`src/rtl/mem_access_seq.sv`:
```
// mem_access_seq: memory transaction sequencer for the simple computer datapath.
//
// Takes a read or write request from the CPU control FSM (sampled in IDLE only)
// and steps through MAR load, SRAM strobing with a parameterised number of wait
// states, and MDR load. It reports Busy while active and pulses Done for one
// cycle when the transaction completes.
//
// Parameters:
//   READ_WAIT  - cycles OE_n is held low before MDR captures memory data (1..15)
//   WRITE_WAIT - cycles WE_n is held low for a write (1..15)
//
// Ports:
//   Clk        - system clock, rising edge
//   Reset      - synchronous, active-high
//   Req_Read   - read request level, sampled in IDLE
//   Req_Write  - write request level, sampled in IDLE (read wins on conflict)
//   LD_MAR     - load MAR from bus
//   LD_MDR     - load MDR
//   MIO_EN     - MDR source select: 1 = memory data, 0 = bus
//   Mem_CE_n   - SRAM chip enable, active-low
//   Mem_OE_n   - SRAM output enable, active-low
//   Mem_WE_n   - SRAM write enable, active-low
//   Busy       - high whenever state != IDLE
//   Done       - one-cycle completion pulse
//   State_Dbg  - current state encoding
module mem_access_seq #(
  parameter int READ_WAIT  = 2,
  parameter int WRITE_WAIT = 2
) (
  input  logic       Clk,
  input  logic       Reset,
  input  logic       Req_Read,
  input  logic       Req_Write,
  output logic       LD_MAR,
  output logic       LD_MDR,
  output logic       MIO_EN,
  output logic       Mem_CE_n,
  output logic       Mem_OE_n,
  output logic       Mem_WE_n,
  output logic       Busy,
  output logic       Done,
  output logic [2:0] State_Dbg
);

  if (READ_WAIT < 1 || READ_WAIT > 15) begin : g_bad_read_wait
    $error("mem_access_seq: READ_WAIT must be in 1..15");
  end
  if (WRITE_WAIT < 1 || WRITE_WAIT > 15) begin : g_bad_write_wait
    $error("mem_access_seq: WRITE_WAIT must be in 1..15");
  end

  localparam logic [3:0] RD_LAST = 4'(READ_WAIT - 1);
  localparam logic [3:0] WR_LAST = 4'(WRITE_WAIT - 1);

  typedef enum logic [2:0] {
    S_IDLE     = 3'd0,
    S_LOAD_MAR = 3'd1,
    S_RD_WAIT  = 3'd2,
    S_CAPTURE  = 3'd3,
    S_LOAD_MDR = 3'd4,
    S_WR_PULSE = 3'd5,
    S_DONE     = 3'd6
  } state_t;

  state_t     state, nxt;
  logic [3:0] cnt, cnt_nxt;
  logic       rd_flag, rd_flag_nxt;

  // Decoded values for the state about to be entered; registering these gives
  // Moore outputs that line up with the state register, with no input path.
  logic       d_ld_mar, d_ld_mdr, d_mio_en, d_ce_n, d_oe_n, d_we_n, d_busy, d_done;

  always_comb begin
    nxt         = state;
    cnt_nxt     = cnt;
    rd_flag_nxt = rd_flag;
    case (state)
      S_IDLE: begin
        cnt_nxt = '0;
        if (Req_Read) begin
          nxt         = S_LOAD_MAR;
          rd_flag_nxt = 1'b1;
        end else if (Req_Write) begin
          nxt         = S_LOAD_MAR;
          rd_flag_nxt = 1'b0;
        end
      end
      S_LOAD_MAR: begin
        cnt_nxt = '0;
        nxt     = rd_flag ? S_RD_WAIT : S_LOAD_MDR;
      end
      S_RD_WAIT: begin
        cnt_nxt = cnt + 4'd1;
        if (cnt == RD_LAST) nxt = S_CAPTURE;
      end
      S_CAPTURE:  nxt = S_DONE;
      S_LOAD_MDR: begin
        cnt_nxt = '0;
        nxt     = S_WR_PULSE;
      end
      S_WR_PULSE: begin
        cnt_nxt = cnt + 4'd1;
        if (cnt == WR_LAST) nxt = S_DONE;
      end
      S_DONE:     nxt = S_IDLE;
      default:    nxt = S_IDLE;
    endcase
  end

  always_comb begin
    d_ld_mar = 1'b0;
    d_ld_mdr = 1'b0;
    d_mio_en = 1'b0;
    d_ce_n   = 1'b1;
    d_oe_n   = 1'b1;
    d_we_n   = 1'b1;
    d_busy   = (nxt != S_IDLE);
    d_done   = 1'b0;
    case (nxt)
      S_LOAD_MAR: d_ld_mar = 1'b1;
      S_RD_WAIT: begin
        d_ce_n = 1'b0;
        d_oe_n = 1'b0;
      end
      S_CAPTURE: begin
        d_ce_n   = 1'b0;
        d_oe_n   = 1'b0;
        d_ld_mdr = 1'b1;
        d_mio_en = 1'b1;
      end
      S_LOAD_MDR: d_ld_mdr = 1'b1;
      S_WR_PULSE: begin
        d_ce_n = 1'b0;
        d_we_n = 1'b0;
      end
      S_DONE:  d_done = 1'b1;
      default: ;
    endcase
  end

  always_ff @(posedge Clk) begin
    if (Reset) begin
      state     <= S_IDLE;
      cnt       <= '0;
      rd_flag   <= 1'b0;
      LD_MAR    <= 1'b0;
      LD_MDR    <= 1'b0;
      MIO_EN    <= 1'b0;
      Mem_CE_n  <= 1'b1;
      Mem_OE_n  <= 1'b1;
      Mem_WE_n  <= 1'b1;
      Busy      <= 1'b0;
      Done      <= 1'b0;
      State_Dbg <= 3'd0;
    end else begin
      state     <= nxt;
      cnt       <= cnt_nxt;
      rd_flag   <= rd_flag_nxt;
      LD_MAR    <= d_ld_mar;
      LD_MDR    <= d_ld_mdr;
      MIO_EN    <= d_mio_en;
      Mem_CE_n  <= d_ce_n;
      Mem_OE_n  <= d_oe_n;
      Mem_WE_n  <= d_we_n;
      Busy      <= d_busy;
      Done      <= d_done;
      State_Dbg <= nxt;
    end
  end

endmodule

```
`config.mk`:
```
export PLATFORM = sky130hd
export DESIGN_NAME = mem_access_seq
export DESIGN_NICKNAME = d
export VERILOG_FILES = /design/src/rtl/mem_access_seq.sv
export SDC_FILE = /design/constraint.sdc
export NUM_CORES = 1
export LEC_CHECK = 0
export CORE_MARGIN = 4
export CORE_UTILIZATION = 25
export DETAILED_ROUTE_END_ITERATION = 6
export GPL_ROUTABILITY_DRIVEN = 0
export MAX_ROUTING_LAYER = met4
export SLEW_MARGIN = 20
export SYNTH_ARGS = -nofsm -noshare
export SYNTH_HDL_FRONTEND = slang
export SYNTH_SLANG_ARGS = --single-unit
```
`constraint.sdc`:
```
create_clock -name Clk -period 4.8 [get_ports Clk]
set_input_delay 0.96 -clock Clk [delete_from_list [all_inputs] [get_ports Clk]]
set_output_delay 0.96 -clock Clk [all_outputs]
set_load 0.05 [all_outputs]
```
==> summary.txt, run 1 <==
Global route
  • Vias in the first global route: 580
  • Initial antenna violation count: 0
  • Global Route Usage Sum: 0.08293
  • Gr ovfl total: 0
  • Largest net degree at the start of global routing: 23
  • First-pass GRT wire length: 2649 um

Cells and area
  • Area Overhead vs Synth: 24.41%
  • Most common cell after layout, fill and taps aside: dfxtp_1
  • Utilization after layout: 0.3244
  • Antenna Cells: 0
  • Most frequent cells in the layout: dfxtp_1 (16), clkdlybuf4s50_1 (14), nor3_1 (7)
  • Fraction of layout cells with a size suffix above 1: 0.05051
  • Nets: 106
  • Design area: 982.2 sq um

Power
  • Sw frac: 0.3416
  • Sequential share of power: 0.471
  • Leakage: 0.0003553 uW
  • Clock share of power: 0.248
  • Net Sw Power: 118.3 uW
  • Pwr Total: 346.3 uW
  • Int Pwr: 228.0 uW
  • PD cells: 352.6 mW/mm^2
  • Gate power share: 0.280
  • Peak supply drop: 0.00008748 V

CTS
  • Clock Sinks: 16
  • Post_cts resized: 0
  • Cts hold-fix bufs: 0
  • Num CTS Buffers: 3
  • Htree depth: 1
  • CTS Buffer Depth: 2
  • Clock transition at path regs: 0.09 ns
  • Post-CTS Setup Bufs: 0
  • CTS tree: built
  • Clock Latency Late Sink: 0.28 ns
  • CTS root buf: clkbuf_4

Timing
  • Rel. slew slack: 0.5454
  • Tmin final: 2.940 ns
  • Fin Hold WS: 0.5624 ns
  • Final Hold Fails: 0
  • Max-slew violation count: 0
  • Final setup fails: 0
  • Worst Skew: 0.001819 ns
  • RSZ-0062 raised after global routing: no
  • Slew @ Worst Pin: 0.6810 ns
  • Total Neg Setup Slack: 0 ns
  • Fin crit share: 0.6124
  • Fmax: 340.2 MHz

Die
  • Boundary Pins: 15
  • Die Width: 64.20 um
  • Die height: 64.20 um
  • Site Rows: 20
  • Core ar.: 0.003028 sq mm
  • Total die area: 0.004121 sq mm
  • Starting density of the core: 0.2607

Worst setup path
  • Critical path startpoint category: register
  • Crit. Startpoint: state[2]
  • Worst Setup End Kind: output port
  • Worst r2r src: state[2]
  • Setup CP Type: reg -> out
  • WP buf/inv: 1
  • CP peak stage delay: 0.93 ns
  • Critical Path, Cell by Cell: clkdlybuf4s50_1
  • Arr. time, crit path: 1.98 ns
  • Crit path max-delay family: buffers and inverters
  • CP required: 3.84 ns
  • Maximum fanout along the worst path: 22
  • CP max stage cell: clkdlybuf4s50_1

Synth
  • Avg Cell Area, Syn: 8.972 sq um
  • Fraction of the yosys area taken by sequential cells: 0.4057
  • Synth Instances: 88
  • Synthesized flop and latch total: 16
  • Cell area after synthesis: 789.5 sq um
  • Yosys warnings: 0
  • Syn_nets: 94
  • Synth cell types: 32

Place
  • IO buf count: 14
  • Area post-placement: 945.9 sq um
  • HPWL Detailed: 1146 um

Routing
  • Total wire length: 1638 um
  • Pre-antenna DRT Iters: 4
  • Antenna-violating nets left: 0
  • Vias: 681
  • Drt drc: 0
  • Avg WL per Cell: 11.45 um
  • Starting DRT DRC Count: 24
  • DR vias/cell: 4.762

Run status
  • Status: completed

Worst hold path
  • HP Start: cnt[2]
  • Worst Hold Class: reg -> reg

Run
  • Max Cap Viol: 0
==> power by group through the flow <==
stage	registers, uW	logic (uW)	clock network, uW
after floorplan	186	51.3	0
after global routing	166	104	97.3
after CTS	163	97.2	90.6
after global placement	165	96.3	0
final	163	97.1	86.0
after detailed placement	166	96.8	0
==> path summary, 6_finish.rpt <==
kind / slack (ns) / cells after the start / end
worst max-delay path: 1.86 / 1 / State_Dbg[2]
worst min register to register: 0.56 / 2 / cnt[2]
worst max register to register: 2.96 / 3 / Mem_WE_n
worst min-delay path: 0.56 / 2 / cnt[2]
==> cells in the mapped netlist (all sizes together) <==
library cell | count | area (sq um)
o2bb2ai | 1 | 8.760
ha | 2 | 25.02
nor2b | 4 | 25.02
inv | 5 | 18.77
a211o | 1 | 8.760
o31ai | 1 | 7.510
buf | 5 | 31.28
a21oi | 6 | 30.03
o2111ai | 1 | 8.760
a2bb2oi | 1 | 8.760
nand4b | 3 | 26.28
nand2b | 2 | 12.51
a221oi | 1 | 8.760
nor2 | 5 | 18.77
clkbuf | 2 | 7.510
a31oi | 1 | 6.260
a211oi | 2 | 15.01
a22oi | 1 | 7.510
o21bai | 1 | 7.510
nor3 | 7 | 35.03
a2111o | 1 | 11.26
dfxtp | 16 | 320.3
nor3b | 3 | 27.52
a21o | 3 | 22.52
nand3 | 1 | 5.000
and3b | 2 | 17.52
o21ai | 4 | 20.02
a221o | 1 | 10.01
o21a | 3 | 22.52
nand3b | 2 | 15.01
==> flip-flops by register name (all words and copies together) (netlist names) <==
register  flops
cnt           4
state         3
Busy          1
Done          1
LD_MAR        1
LD_MDR        1
MIO_EN        1
Mem_CE_n      1
Mem_OE_n      1
Mem_WE_n      1
rd_flag       1
==> cell type report <==
class | count | area, sq um
fillers | 318 | 2046
repair buffers | 14 | 140.1
well taps | 44 | 55.05
multi-input cells | 60 | 411.6
flip-flops and latches | 16 | 320.3
inverters | 5 | 18.77
clock buffers | 4 | 36.28
==> metal layers <==
layer / global-route usage / wire length (um)
met5: - / 0
met4: 0.05541 / 25
met3: 0.01582 / 100
met2: 0.1277 / 746
met1: 0.09766 / 766
==> stage by stage <==
step | std cells | worst slack [ns]
global placement | 139 | 2.220
floorplan | 88 | 2.981
finish | 143 | 1.860
CTS | 143 | 1.863
detailed placement | 139 | 2.184
global route | 143 | 1.787
==> cells by family after synthesis <==
kind of cell,after synthesis,synth area share
AO/OA/AOI/OAI,29,0.2583
adder cells (fa/ha/maj),2,0.03169
flip-flops,16,0.4057
AND/OR/NAND/NOR,29,0.2314
buffers and inverters,12,0.07291
(Power assumes the default switching activity.)
==> run 2: changes to the inputs <==
==> constraint.sdc (replaced) <==
create_clock -name Clk -period 2.95 [get_ports Clk]
set_input_delay 0.59 -clock Clk [delete_from_list [all_inputs] [get_ports Clk]]
set_output_delay 0.59 -clock Clk [all_outputs]
set_load 0.05 [all_outputs]
==> run 2 against run 1 <==
  * Combinational power increased by 75%
  * Clock skew decreased by 0.0011 ns
  * Largest power group unchanged
  * Via count decreased by 4.0%
  * Global-route usage increased by 0.55 points
  * Register-to-register slack got worse by 1.8 ns
  * Worst setup slack got worse by 1.4 ns
  * Die area unchanged
  * Count of clock-buffer cells in the layout unchanged
  * Largest cell class unchanged
  * Flip-flop and latch count unchanged
  * Critical endpoint is now State_Dbg[0]
==> summary.txt, run 2 (synthesized netlist as in run 1, its figures left out) <==
Worst setup path
  • Setup CP Type: reg -> out
  • Maximum fanout along the worst path: 20 (-9.1%)
  • Arr. time, crit path: 1.92 ns (-0.06 ns)
  • WP buf/inv: 1 (unchanged)
  • CP max stage cell: clkdlybuf4s50_1
  • CP required: 2.36 ns (-1.48 ns)
  • CP peak stage delay: 0.92 ns (about the same)
  • Crit path max-delay family: buffers and inverters
  • Critical path startpoint category: register
  • Critical Path, Cell by Cell: clkdlybuf4s50_1
  • Worst Setup End Kind: output port

Cells and area
  • Most frequent cells in the layout: dfxtp_1 (16), clkdlybuf4s50_1 (14), nor3_1 (7)
  • Antenna Cells: 0 (unchanged)
  • Most common cell after layout, fill and taps aside: dfxtp_1
  • Area Overhead vs Synth: 25.36%
  • Fillers: 329 (+3.5%)
  • Fraction of layout cells with a size suffix above 1: 0.06000 (+0.009495)
  • Max reg flops: 4 (unchanged)
  • Utilization after layout: 0.3269 (+0.002480)
  • Biggest regs: cnt x4, state x3
  • Reg area: 320.3 sq um (unchanged)
  • Nets: 107 (+0.94%)
  • Multi-input gate area: 411.6 sq um (unchanged)
  • Most flops, register: cnt

Global route
  • First-pass GRT wire length: 2842 um (+7.3%)
  • Vias in the first global route: 633 (+9.1%)
  • Gr ovfl total: 0 (unchanged)
  • Largest net degree at the start of global routing: 22 (-4.3%)
  • Global Route Usage Sum: 0.08842 (+0.005496)
  • Initial antenna violation count: 0 (unchanged)

Timing
  • Rel. slew slack: 0.6007 (+0.05530)
  • Total Neg Setup Slack: 0 ns (unchanged)
  • Tmin final: 2.505 ns
  • Worst Skew: 0.0007466 ns (-0.001072 ns)
  • Max-slew violation count: 0 (unchanged)
  • Final Hold Fails: 0 (unchanged)
  • Fmax: 399.2 MHz
  • Final setup fails: 0 (unchanged)
  • Fin crit share: 0.8492
  • Slew @ Worst Pin: 0.5981 ns (-0.08284 ns)
  • RSZ-0062 raised after global routing: no

Die
  • Die Width: 64.20 um (unchanged)
  • Site Rows: 20 (unchanged)
  • Core ar.: 0.003028 sq mm (unchanged)
  • Boundary Pins: 15 (unchanged)
  • Total die area: 0.004121 sq mm (unchanged)
  • Die height: 64.20 um (unchanged)
  • Starting density of the core: 0.2607 (unchanged)

Power
  • Int Pwr: 373.5 uW (+64%)
  • Net Sw Power: 196.2 uW (+66%)
  • Pwr Total: 569.8 uW (+65%)
  • Sw frac: 0.3444 (+0.002826)
  • Peak supply drop: 0.0001658 V (+89%)
  • PD cells: 575.7 mW/mm^2 (+63%)
  • Clock share of power: 0.253 (+0.005)
  • Gate power share: 0.299 (+0.019)
  • Sequential share of power: 0.448 (-0.023)
  • Leakage: 0.0003605 uW (+1.5%)

CTS
  • Cts hold-fix bufs: 0 (unchanged)
  • CTS tree: built
  • Num CTS Buffers: 3 (unchanged)
  • CTS root buf: clkbuf_4
  • Htree depth: 1 (unchanged)
  • Clock Sinks: 16 (unchanged)
  • Post_cts resized: 0 (unchanged)
  • Clock Latency Late Sink: 0.28 ns (about the same)
  • Post-CTS Setup Bufs: 0 (unchanged)
  • Clock transition at path regs: 0.09 ns (about the same)
  • CTS Buffer Depth: 2 (unchanged)

Routing
  • Pre-antenna DRT Iters: 3 (-1)
  • Avg WL per Cell: 11.04 um (-3.6%)
  • Drt drc: 0 (unchanged)
  • Antenna-violating nets left: 0 (unchanged)
  • Starting DRT DRC Count: 28 (+17%)
  • Total wire length: 1590 um (-2.9%)
  • Vias: 654 (-4.0%)
  • DR vias/cell: 4.542 (-4.6%)

Run status
  • Status: completed

Place
  • IO buf count: 14 (unchanged)
  • HPWL Detailed: 1111 um (-3.1%)

Run
  • Max Cap Viol: 0 (unchanged)

Worst hold path
  • Worst Hold Class: reg -> reg
-- run 2: cell count changes in the layout (fill, tap and decap cells not counted), sizes merged --
| cell | change |
|---|---|
| buf | +1 |
-- run 2: power by group through the flow --
stage / Clock [uW] / Sequential (uW) / Combinational, uW
3_3_place_gp: 0 / 259 / 170
5_1_grt: 161 / 260 / 184
3_5_place_dp: 0 / 261 / 170
4_1_cts: 152 / 256 / 171
2_1_floorplan: 0 / 302 / 83.4
6_report: 144 / 255 / 170
-- run 2: path summary, 6_finish.rpt --
path                            cells after the start            to  slack (ns)  startpoint
worst min register to register                      2        cnt[2]        0.56      cnt[2]
worst min-delay path                                2        cnt[2]        0.56      cnt[2]
worst max register to register                      4      Mem_WE_n        1.17      cnt[0]
worst max-delay path                                1  State_Dbg[0]        0.44    state[0]
-- run 2: per-stage QoR --
stage,hold slack [ns],instance area [sq um],setup WS [ns],std cells
after global routing,0.5988,989.7,0.3316,144
after floorplan,0.5047,789.5,1.203,88
final,0.5606,989.7,0.4448,144
after detailed placement,0.5472,953.4,0.7527,140
after CTS,0.5632,989.7,0.4189,144
after global placement,0.5365,953.4,0.7963,140
-- run 2: area by class of cell --
| cell class | count | area share |
|---|---|---|
| multi-input combinational | 60 | 0.4159 |
| sequential | 16 | 0.3236 |
| timing repair buffer | 15 | 0.1492 |
| tap | 44 | 0.05563 |
| clock buffer | 4 | 0.03666 |
| inverter | 5 | 0.01896 |
-- run 2: tightest hold or removal path, delay by kind of cell, from the launching register on --
kind | cells | cell delay (ns)
AO/OA/AOI/OAI | 1 | 0.06
flip-flops | 1 | 0.37
buffers and inverters | 1 | 0.09
-- run 2: layer usage --
metal	share of wire	global-route usage	up-vias
met4	0.0088	0.03958	0
li1	-	-	350
met2	0.47	0.1368	10
met1	0.48	0.1047	292
met5	0	-	-
met3	0.046	0.02812	2
